==> src/rtl/pipe_stage_elastic_pkg.sv <==
// Shared constants for the elastic pipeline-stage register.
package pipe_stage_elastic_pkg;

  // Skid-buffer mode selectors for the SKID parameter.
  localparam int unsigned PIPE_SKID_OFF  = 0;
  localparam int unsigned PIPE_SKID_ON   = 1;

  // Default width of each performance counter.
  localparam int unsigned PIPE_CNT_W_DEF = 16;

endpackage

==> src/rtl/pipe_stage_elastic_sat_counter.sv <==
// Saturating up-counter with synchronous active-low reset and clear.
module sat_counter
  import pipe_stage_elastic_pkg::*;
#(
  parameter int unsigned W = PIPE_CNT_W_DEF
) (
  input  logic         clk,
  input  logic         rst,
  input  logic         clr,
  input  logic         inc,
  output logic [W-1:0] cnt
);

  // Count up on inc, hold at all-ones, clear has priority over increment.
  always_ff @(posedge clk) begin
    if (!rst) begin
      cnt <= '0;
    end else if (clr) begin
      cnt <= '0;
    end else if (inc && (cnt != '1)) begin
      cnt <= cnt + 1'b1;
    end
  end

endmodule

==> src/rtl/pipe_stage_elastic.sv <==
// Elastic pipeline register between two adjacent stages: valid/ready
// handshake, optional two-entry skid buffer, flush, control-bit NOP gating
// and saturating stall/transfer counters.
module pipe_stage_elastic
  import pipe_stage_elastic_pkg::*;
#(
  parameter int unsigned CTRL_W    = 8,
  parameter int unsigned DATA_W    = 64,
  parameter int unsigned SKID      = PIPE_SKID_ON,
  parameter int unsigned CTRL_GATE = 1,
  parameter int unsigned CNT_W     = PIPE_CNT_W_DEF
) (
  input  logic              clk,
  input  logic              rst,
  input  logic              flush,
  input  logic              in_valid,
  output logic              in_ready,
  input  logic [CTRL_W-1:0] in_ctrl,
  input  logic [DATA_W-1:0] in_data,
  output logic              out_valid,
  input  logic              out_ready,
  output logic [CTRL_W-1:0] out_ctrl,
  output logic [DATA_W-1:0] out_data,
  input  logic              cnt_clr,
  output logic [CNT_W-1:0]  stall_cnt,
  output logic [CNT_W-1:0]  xfer_cnt
);

  logic              m_valid;
  logic              s_valid;
  logic [CTRL_W-1:0] m_ctrl;
  logic [CTRL_W-1:0] s_ctrl;
  logic [DATA_W-1:0] m_data;
  logic [DATA_W-1:0] s_data;
  logic              in_fire;
  logic              out_fire;
  logic              stall_inc;

  // With the skid buffer, ready depends only on registered state (plus
  // flush/reset); without it, a full main register is free when downstream
  // takes the entry this cycle.
  assign in_ready = (SKID != 0) ? (rst & ~flush & ~s_valid)
                                : (rst & ~flush & (~m_valid | out_ready));

  assign in_fire   = in_valid & in_ready;
  assign out_fire  = m_valid & out_ready;
  assign stall_inc = m_valid & ~out_ready;

  assign out_valid = m_valid;
  assign out_data  = m_data;
  assign out_ctrl  = ((CTRL_GATE != 0) && !m_valid) ? '0 : m_ctrl;

  // Main/skid register update: reset, then flush, then handshake.
  always_ff @(posedge clk) begin
    if (!rst) begin
      m_valid <= 1'b0;
      s_valid <= 1'b0;
      m_ctrl  <= '0;
      s_ctrl  <= '0;
      m_data  <= '0;
      s_data  <= '0;
    end else if (flush) begin
      // Squash: valids and control drop, data is left as-is.
      m_valid <= 1'b0;
      s_valid <= 1'b0;
      m_ctrl  <= '0;
      s_ctrl  <= '0;
    end else if (SKID != 0) begin
      if (out_fire || !m_valid) begin
        if (s_valid) begin
          m_ctrl  <= s_ctrl;
          m_data  <= s_data;
          s_valid <= 1'b0;
        end else if (in_fire) begin
          m_ctrl  <= in_ctrl;
          m_data  <= in_data;
          m_valid <= 1'b1;
        end else begin
          m_valid <= 1'b0;
        end
      end
      // Main is occupied and stalled: park the arriving entry in the skid.
      if (m_valid && !out_ready && in_fire) begin
        s_ctrl  <= in_ctrl;
        s_data  <= in_data;
        s_valid <= 1'b1;
      end
    end else begin
      if (in_fire) begin
        m_ctrl  <= in_ctrl;
        m_data  <= in_data;
        m_valid <= 1'b1;
      end else if (out_fire) begin
        m_valid <= 1'b0;
      end
    end
  end

  sat_counter #(
    .W (CNT_W)
  ) u_stall_cnt (
    .clk (clk),
    .rst (rst),
    .clr (cnt_clr),
    .inc (stall_inc),
    .cnt (stall_cnt)
  );

  sat_counter #(
    .W (CNT_W)
  ) u_xfer_cnt (
    .clk (clk),
    .rst (rst),
    .clr (cnt_clr),
    .inc (out_fire),
    .cnt (xfer_cnt)
  );

endmodule

==> config.mk <==
export PLATFORM = sky130hd
export DESIGN_NAME = pipe_stage_elastic
export DESIGN_NICKNAME = d
export VERILOG_FILES = /design/src/rtl/pipe_stage_elastic_pkg.sv /design/src/rtl/pipe_stage_elastic_sat_counter.sv /design/src/rtl/pipe_stage_elastic.sv
export SDC_FILE = /design/constraint.sdc
export NUM_CORES = 1
export LEC_CHECK = 0
export CORE_MARGIN = 3
export CORE_UTILIZATION = 30
export DETAILED_ROUTE_END_ITERATION = 8
export GPL_ROUTABILITY_DRIVEN = 0
export PLACE_DENSITY = 0.63
export REMOVE_ABC_BUFFERS = 1
export SKIP_LAST_GASP = 1
export SLEW_MARGIN = 20
export SYNTH_ARGS = -nofsm -noshare
export SYNTH_HDL_FRONTEND = slang
export SYNTH_SLANG_ARGS = --single-unit
==> constraint.sdc <==
create_clock -name clk -period 4 [get_ports clk]
set_input_delay 0.4 -clock clk [delete_from_list [all_inputs] [get_ports clk]]
set_output_delay 0.4 -clock clk [all_outputs]
set_load 0.05 [all_outputs]
==> results of run 1 <==
-- per-layer routing --
metal	routed length [um]	part of all wire
met4	112	0.0056
met1	9570	0.47
met5	8	0.00040
met3	1530	0.076
met2	8940	0.44
-- path summary, 6_finish.rpt --
kind / start / to / slack (ns) / depth (start not counted)
hold reg to reg: s_data[9]$_SDFFE_PN0P_ / s_data[9]$_SDFFE_PN0P_ / 0.45 / 2
setup reg to reg: out_valid$_SDFFE_PP0P_ / s_data[8]$_SDFFE_PN0P_ / 1.84 / 6
setup / recovery: flush / in_ready / 1.45 / 3
hold / removal: rst / out_data[0]$_SDFFE_PN0P_ / 0.43 / 2
-- cells in the mapped netlist (all sizes together), types with 2 or more instances --
cell,instances,area share
nand4,9,0.0073
nor2,22,0.011
o211a,64,0.083
dfxtp,178,0.46
and4,4,0.0045
and3,4,0.0032
o21ai,13,0.0084
ha,2,0.0032
or4,7,0.0068
nand2,231,0.11
nand3,13,0.0084
and2,8,0.0065
or2,2,0.0016
mux2i,76,0.098
nor4,4,0.0040
or3,11,0.0089
nand2b,5,0.0040
a21oi,27,0.018
nor3b,2,0.0026
inv,5,0.0024
nor2b,2,0.0016
o31ai,6,0.0058
o41ai,2,0.0032
buf,36,0.025
clkbuf,29,0.014
a21boi,64,0.062
a41o,3,0.0039
nor3,4,0.0026
a211oi,12,0.012
a31oi,4,0.0032
-- cells in the final DEF, fill, tap and decap left out, types with 12 or more instances in the layout --
master           count
dfxtp_1            177
clkbuf_16           17
clkdlybuf4s50_1    182
nor2_1              22
a21boi_1            62
a21oi_1             26
nand2_1            231
mux2i_1             76
o211a_1             64
nand3_1             12
-- registers in the layout, indices dropped and copies added, names as in the netlist --
signal           cells
s_valid              1
u_xfer_cnt.cnt      16
s_data              64
s_ctrl               8
out_valid            1
out_data            64
m_ctrl               8
u_stall_cnt.cnt     16
-- per-stage QoR --
stage,power (mW),std cells,setup slack [ns],TNS [ns]
3_5_place_dp,2.23,1315,1.42,0
2_1_floorplan,2.04,794,-6.25,-481.30
3_3_place_gp,2.22,1315,1.49,0
5_1_grt,3.98,1347,1.37,0
4_1_cts,3.89,1347,1.43,0
6_report,3.82,1347,1.45,0
-- report_power, final --
part	switching [mW]	internal [mW]
logic	0.200	0.162
registers	0.0193	1.80
clock network	0.794	0.845
total	1.01	2.81
-- worst max-delay path: cells and delay by family --
family                 cells  cell delay [ns]
buffers and inverters      2             1.40
and+or+nand+nor            1             0.34
-- layout make-up --
cell class	instances	area [sq um]
inverters	5	18.8
multi-input cells	611	3880
fillers	2537	14900
clock inverters	14	140
clock buffers	18	439
well taps	330	413
repair buffers	191	1900
flip-flops and latches	178	3570
-- cells by family (layout without fill, tap and decap cells) --
group,count (synthesis),after routing,synth area share
multiplexers,76,76,0.0984
XOR/XNOR,2,2,0.00227
adder cells (fa/ha/maj),2,2,0.00324
buffers and inverters,70,228,0.0414
AND/OR/NAND/NOR,330,330,0.187
AO/OA/AOI/OAI,201,201,0.206
flip-flops,178,178,0.461
==> results.toml, run 1 <==
[pwr]
p_leak_nw = 4.02
p_per_area_mw_per_mm2 = 369
ir_worst_vdd_mv = 0.245

[synthesis]
synth-main-ff-cell = "dfxtp_1"
yosysUniqueCellTypes = 50
ys_ff_latch = 178
yosys_warnings = 0
syn_area_per_cell_sq_um = 9.00
synth_edf_count = 0
async_flop_share = 0
syn_area_sq_mm = 0.00773
synthCells = 859
yosysSeqAreaShare = 0.461

[sta]
rsz0062_at_grt = "false"
slew_viol_final = 0
timing.fmax_ghz = 0.392
max_slew_margin = 0.315
setup_viol = 0
finalHoldViolCount = 0
fin_skew_ns = 0.0124
worst_pin_slew_ns = 1.03
fin_crit_ns = 2.55
timing.final.crit_share = 0.637
holdWs_ns = 0.429

[global_routing]
overflow = 0
grt_max_degree = 129
grt_pass1_wl_mm = 33.2
grt_pass1_vias = 6356
gr-usage-met1 = 0.189
gr-usage-met3 = 0.0546
use_met2 = 0.228
grt_usage = 0.144
antenna_found_initial = 1
top_usage_layer = "met2"

[clock_tree]
root_buffer = "clkbuf_16"
post_cts_buffers = 0
htree_levels = 4
clockBufferDepth = 2
cts_tree = "built"
clock_sinks = 178
hold_buffers = 0
clk_latency_ns = 0.42
cts-buffers-inserted = 17
path_clk_slew_ns = 0.08
cts-resized-gates = 0

[setup_path]
path_class = "in2out"
slowest_stage = "clkdlybuf4s50_1"
arrival_ns = 2.15
cpPeakStageDelay_ns = 0.88
start_kind = "input port"
end_kind = "output port"
cp_data_required_time_ns = 3.60
cp_max_fo = 4
critical_path.most_common_cell = "clkdlybuf4s50_1"
crit_path_cell_trace = "clkdlybuf4s50_1 > nor3b_2 > clkdlybuf4s50_1"

[min_path]
hold_path.class = "in2reg"

[floorplan]
start_util = 0.306
num_rows = 58
die_area_sq_mm = 0.0277
die_x_um = 167
die_y_um = 167
io_pins = 184
coreArea_sq_mm = 0.0253

[placement]
dpl-instance-area_sq_mm = 0.00977
dp_hpwl_mm = 12.8
io_buffers = 183

[detailed_routing]
vias = 6628
wl_per_cell_um = 15.0
vias_per_cell = 4.92
wirelength_mm = 20.2
drt_iter0_markers = 520
drtAntennaViolNets = 0
first_pass_iters = 5
drt_drc_violations_left = 0

[run_status]
status = "finished, final reports clean"

[finish]
fin_nets = 1084
synthToLayoutAreaGrowth_pct = 34.0
fin_area_sq_mm = 0.0104
antenna_cells = 0
drive_above_1_share = 0.0511
utilization = 0.410

[job]
cap_violations = 0
Note: power is estimated with default switching activity, not from simulation.
==> run 2: changes to the inputs <==
Clock period 4 ns to 2.5 ns, I/O delays scaled along.
==> run 2 against run 1 <==
Compared with the run above: global-route usage increased by 0.16 points; clock power increased by 68%; utilization increased by 0.50 points.
==> results.toml, run 2 (synthesized netlist as in run 1, its figures left out) <==
[run_status]
status = "finished, final reports clean"

[sta]
slew_viol_final = 0
setup_viol = 0
fin_skew_ns = 0.00875
timing.fmax_ghz = 0.439
fin_crit_ns = 2.28
worst_pin_slew_ns = 1.03
rsz0062_at_grt = "false"
finalHoldViolCount = 0
max_slew_margin = 0.317
timing.final.crit_share = 0.911

[floorplan]
start_util = 0.306
die_area_sq_mm = 0.0277
die_x_um = 167
coreArea_sq_mm = 0.0253
num_rows = 58
io_pins = 184
die_y_um = 167

[setup_path]
rrSetupSlack_ns = 0.52
r2r_start = "out_valid$_SDFFE_PP0P_"
path_class = "reg2out"
start_kind = "flip-flop"
cp_data_required_time_ns = 2.25
end_kind = "output port"
arrival_ns = 2.03
reg2regPathDepth = 6
r2r_end = "s_data[46]$_SDFFE_PN0P_"
cp_max_fo = 9

[placement]
place_inst = 1324
io_buffers = 183
dp_hpwl_mm = 13.6
dpl-instance-area_sq_mm = 0.00989

[clock_tree]
post_cts_buffers = 0
root_buffer = "clkbuf_16"
cts-buffers-inserted = 17
clockBufferDepth = 2
hold_buffers = 0
cts-resized-gates = 0
path_clk_slew_ns = 0.07
clock_sinks = 178
htree_levels = 4
clk_latency_ns = 0.43
cts_tree = "built"

[detailed_routing]
drt_iter0_markers = 479
vias = 6679
drt_drc_violations_left = 0
first_pass_iters = 6
wl_per_cell_um = 15.3
vias_per_cell = 4.93
drtAntennaViolNets = 0
wirelength_mm = 20.7

[finish]
mostFrequentLayoutCell = "nand2_1"
register_area_sq_mm = 0.00357
fin_area_sq_mm = 0.0105
fin_cells = 1355
multi_input_area_sq_mm = 0.00387
drive_above_1_share = 0.0576
antenna_cells = 0
fin_nets = 1093
fillers = 2500
synthToLayoutAreaGrowth_pct = 35.6
final_cell_mix = "nand2_1, clkdlybuf4s50_1, dfxtp_1"

[min_path]
holdCritStartpoint = "rst"
hold_path_depth = 3
hold_path.class = "in2reg"
min_to = "out_data[61]$_SDFFE_PN0P_"

[pwr]
ir_worst_vdd_mv = 0.434
p_per_area_mw_per_mm2 = 597
p_leak_nw = 4.09

[global_routing]
grt_usage = 0.145
grt_max_degree = 109
grt_pass1_wl_mm = 33.3
grt_pass1_vias = 6321
overflow = 0
antenna_found_initial = 0

[job]
cap_violations = 0
[run 2: cell count changes in the layout (fill, tap and decap cells not counted), sizes merged]
cell           delta
clkinvlp          +1
inv               +1
clkbuf            -1
clkinv            -4
buf              +10
clkdlybuf4s50     -1
bufinv            +2
[run 2: report_power, final]
group | internal [mW] | total (mW) | switching [mW] | leakage (nW)
Sequential | 2.88 | 2.91 | 0.0297 | 1.44
Clock | 1.51 | 2.76 | 1.25 | 0.283
Combinational | 0.268 | 0.595 | 0.327 | 2.36
[run 2: how the worst max path moves through the flow]
stage / start / to / slack, ns
after detailed placement: out_ready / s_data[46]$_SDFFE_PN0P_ / 0.23
final: out_valid$_SDFFE_PP0P_ / out_ctrl[4] / 0.22
after floorplan: s_valid$_SDFFE_PP0P_ / out_data[0]$_SDFFE_PN0P_ / -7.75
after global placement: out_ready / s_data[55]$_SDFFE_PN0P_ / 0.25
after global routing: out_valid$_SDFFE_PP0P_ / out_ctrl[1] / 0.16
after CTS: out_valid$_SDFFE_PP0P_ / out_ctrl[4] / 0.21
[run 2: layout make-up]
cell class                      instances  area share
Tap cell                              330      0.0394
Clock buffer                           17      0.0406
Inverter                                5     0.00179
Sequential cell                       178       0.340
Multi-Input combinational cell        611       0.369
Clock inverter                         14      0.0161
Timing Repair Buffer                  200       0.192
[run 2: metal layers]
layer	share of wire	global-route usage	vias to the layer above
met1	0.48	0.189	3166
met5	0	0	-
li1	-	-	3327
met4	0.0052	0.0258	0
met2	0.46	0.241	178
met3	0.064	0.0460	8
[run 2: worst max-delay path: stages (launching register included)]
cell,delay (ns)
dfxtp_1,0.43
buf_4,0.19
and2_1,0.15
clkdlybuf4s50_1,0.84
[run 2: per-stage QoR]
stage	worst slack, ns	hold slack, ns	setup TNS [ns]	util	total power, mW
after floorplan	-7.75	0.383	-698.22	-	3.27
after global placement	0.248	0.440	0	0.391	3.57
after detailed placement	0.231	0.445	0	0.391	3.57
after CTS	0.209	0.360	0	0.415	6.35
after global routing	0.160	0.370	0	0.415	6.52
final	0.223	0.374	0	0.415	6.26
==> run 3: changes to the inputs <==
Settings changed: PLACE_DENSITY 0.63 to not set.
==> run 3 against run 2 <==
Compared with the run above: clock power is essentially flat; final area grew 0.74%; via count shrank 1.2%; first-iteration DRC count shrank 0.21%; clock skew grew 0.0011 ns.
==> results.toml, run 3 (synthesized netlist as in run 1, its figures left out) <==
[run_status]
status = "finished, final reports clean"

[sta]
setup_viol = 0
fin_skew_ns = 0.00984
slew_viol_final = 0
tns_ns = 0
worst_pin_slew_ns = 0.619
timing.fmax_ghz = 0.438
timing.final.crit_share = 0.914
setup_slack_ns = 0.215
max_slew_margin = 0.584
fin_crit_ns = 2.29
finalHoldViolCount = 0
rsz0062_at_grt = "false"

[placement]
dpl_worst_slack_ns = 0.287
dp_hpwl_mm = 13.5
io_buffers = 183

[setup_path]
start_kind = "flip-flop"
slowest_stage = "clkdlybuf4s50_1"
cp_max_fo = 9
cpPeakStageDelay_ns = 0.83
crit_path_cell_trace = "buf_4 > and2_1 > clkdlybuf4s50_1"
cp_data_required_time_ns = 2.25
arrival_ns = 2.04
end_kind = "output port"
path_class = "reg2out"

[finish]
utilization = 0.418
antenna_cells = 0
synthToLayoutAreaGrowth_pct = 36.6
final_cell_mix = "nand2_1, clkdlybuf4s50_1, dfxtp_1"
mostFrequentLayoutCell = "nand2_1"
fin_nets = 1094
drive_above_1_share = 0.0585

[clock_tree]
clk_latency_ns = 0.42
hold_buffers = 0
post_cts_buffers = 0
root_buffer = "clkbuf_16"
cts-buffers-inserted = 17
clockBufferDepth = 2
htree_levels = 4
cts-resized-gates = 0
cts_tree = "built"
clock_sinks = 178
path_clk_slew_ns = 0.07

[global_routing]
grt_max_degree = 116
grt_pass1_wl_mm = 33.2
grt_pass1_vias = 6193
overflow = 0
antenna_found_initial = 0
grt_usage = 0.145
use_met2 = 0.225
gr-usage-met3 = 0.0458
top_usage_layer = "met2"
gr-usage-met1 = 0.198

[pwr]
clock_power_share = 0.443
switching_share = 0.248
switchingPower_mw = 1.56
p_leak_nw = 4.12
ir_worst_vdd_mv = 0.292
total_power_mw = 6.30
power_frac_seq = 0.462
intPower_mw = 4.74
comb_power_share = 0.095
p_per_area_mw_per_mm2 = 597

[floorplan]
die_y_um = 167
io_pins = 184
num_rows = 58
die_area_sq_mm = 0.0277
coreArea_sq_mm = 0.0253
start_util = 0.306
die_x_um = 167

[detailed_routing]
vias_per_cell = 4.87
vias = 6600
drtAntennaViolNets = 0
wl_per_cell_um = 15.1
drt_drc_violations_left = 0
drt_iter0_markers = 478
wirelength_mm = 20.5
first_pass_iters = 4

[min_path]
hold_path.class = "in2reg"

[job]
cap_violations = 0
## run 3: final timing paths
path / cells after the start / slack [ns] / endpoint / startpoint
setup / recovery: 3 / 0.21 / out_ctrl[7] / out_valid$_SDFFE_PP0P_
hold / removal: 2 / 0.20 / out_data[4]$_SDFFE_PN0P_ / rst
setup reg to reg: 5 / 0.63 / u_xfer_cnt.cnt[14]$_SDFFE_PP0P_ / u_xfer_cnt.cnt[0]$_SDFFE_PP0P_
hold reg to reg: 2 / 0.45 / s_ctrl[1]$_SDFFE_PP0P_ / s_ctrl[1]$_SDFFE_PP0P_
## run 3: final cells by class
class / count / area (sq um)
Clock inverter: 14 / 176
Multi-Input combinational cell: 611 / 3870
Sequential cell: 178 / 3570
Timing Repair Buffer: 201 / 2090
Fill cell: 2527 / 14700
Tap cell: 330 / 413
Clock buffer: 17 / 425
Inverter: 5 / 18.8
## run 3: stage by stage
stage          instance area [sq um]  hold slack, ns  cells
2_1_floorplan                   7430           0.383    794
3_3_place_gp                    9960           0.439   1325
3_5_place_dp                    9960           0.445   1325
4_1_cts                        10600           0.178   1356
5_1_grt                        10600           0.188   1356
6_report                       10600           0.201   1356
## run 3: critical path: cells and delay by family, from the launching register on
family	cells	cell delay [ns]
and+or+nand+nor	1	0.14
buffers and inverters	2	1.03
DFF	1	0.44
## run 3: per-layer routing
| metal | vias to the layer above | part of all wire |
|---|---|---|
| met1 | 3101 | 0.47 |
| met5 | - | 0 |
| li1 | 3325 | - |
| met3 | 11 | 0.070 |
| met2 | 163 | 0.45 |
| met4 | 0 | 0.0085 |
## run 3: power by group through the flow
stage / registers, mW / clock network (mW) / logic, mW
after global placement: 2.98 / 0 / 0.602
after CTS: 2.91 / 2.89 / 0.605
after global routing: 2.92 / 2.98 / 0.640
final: 2.91 / 2.79 / 0.597
after detailed placement: 2.98 / 0 / 0.603
after floorplan: 3.11 / 0 / 0.158
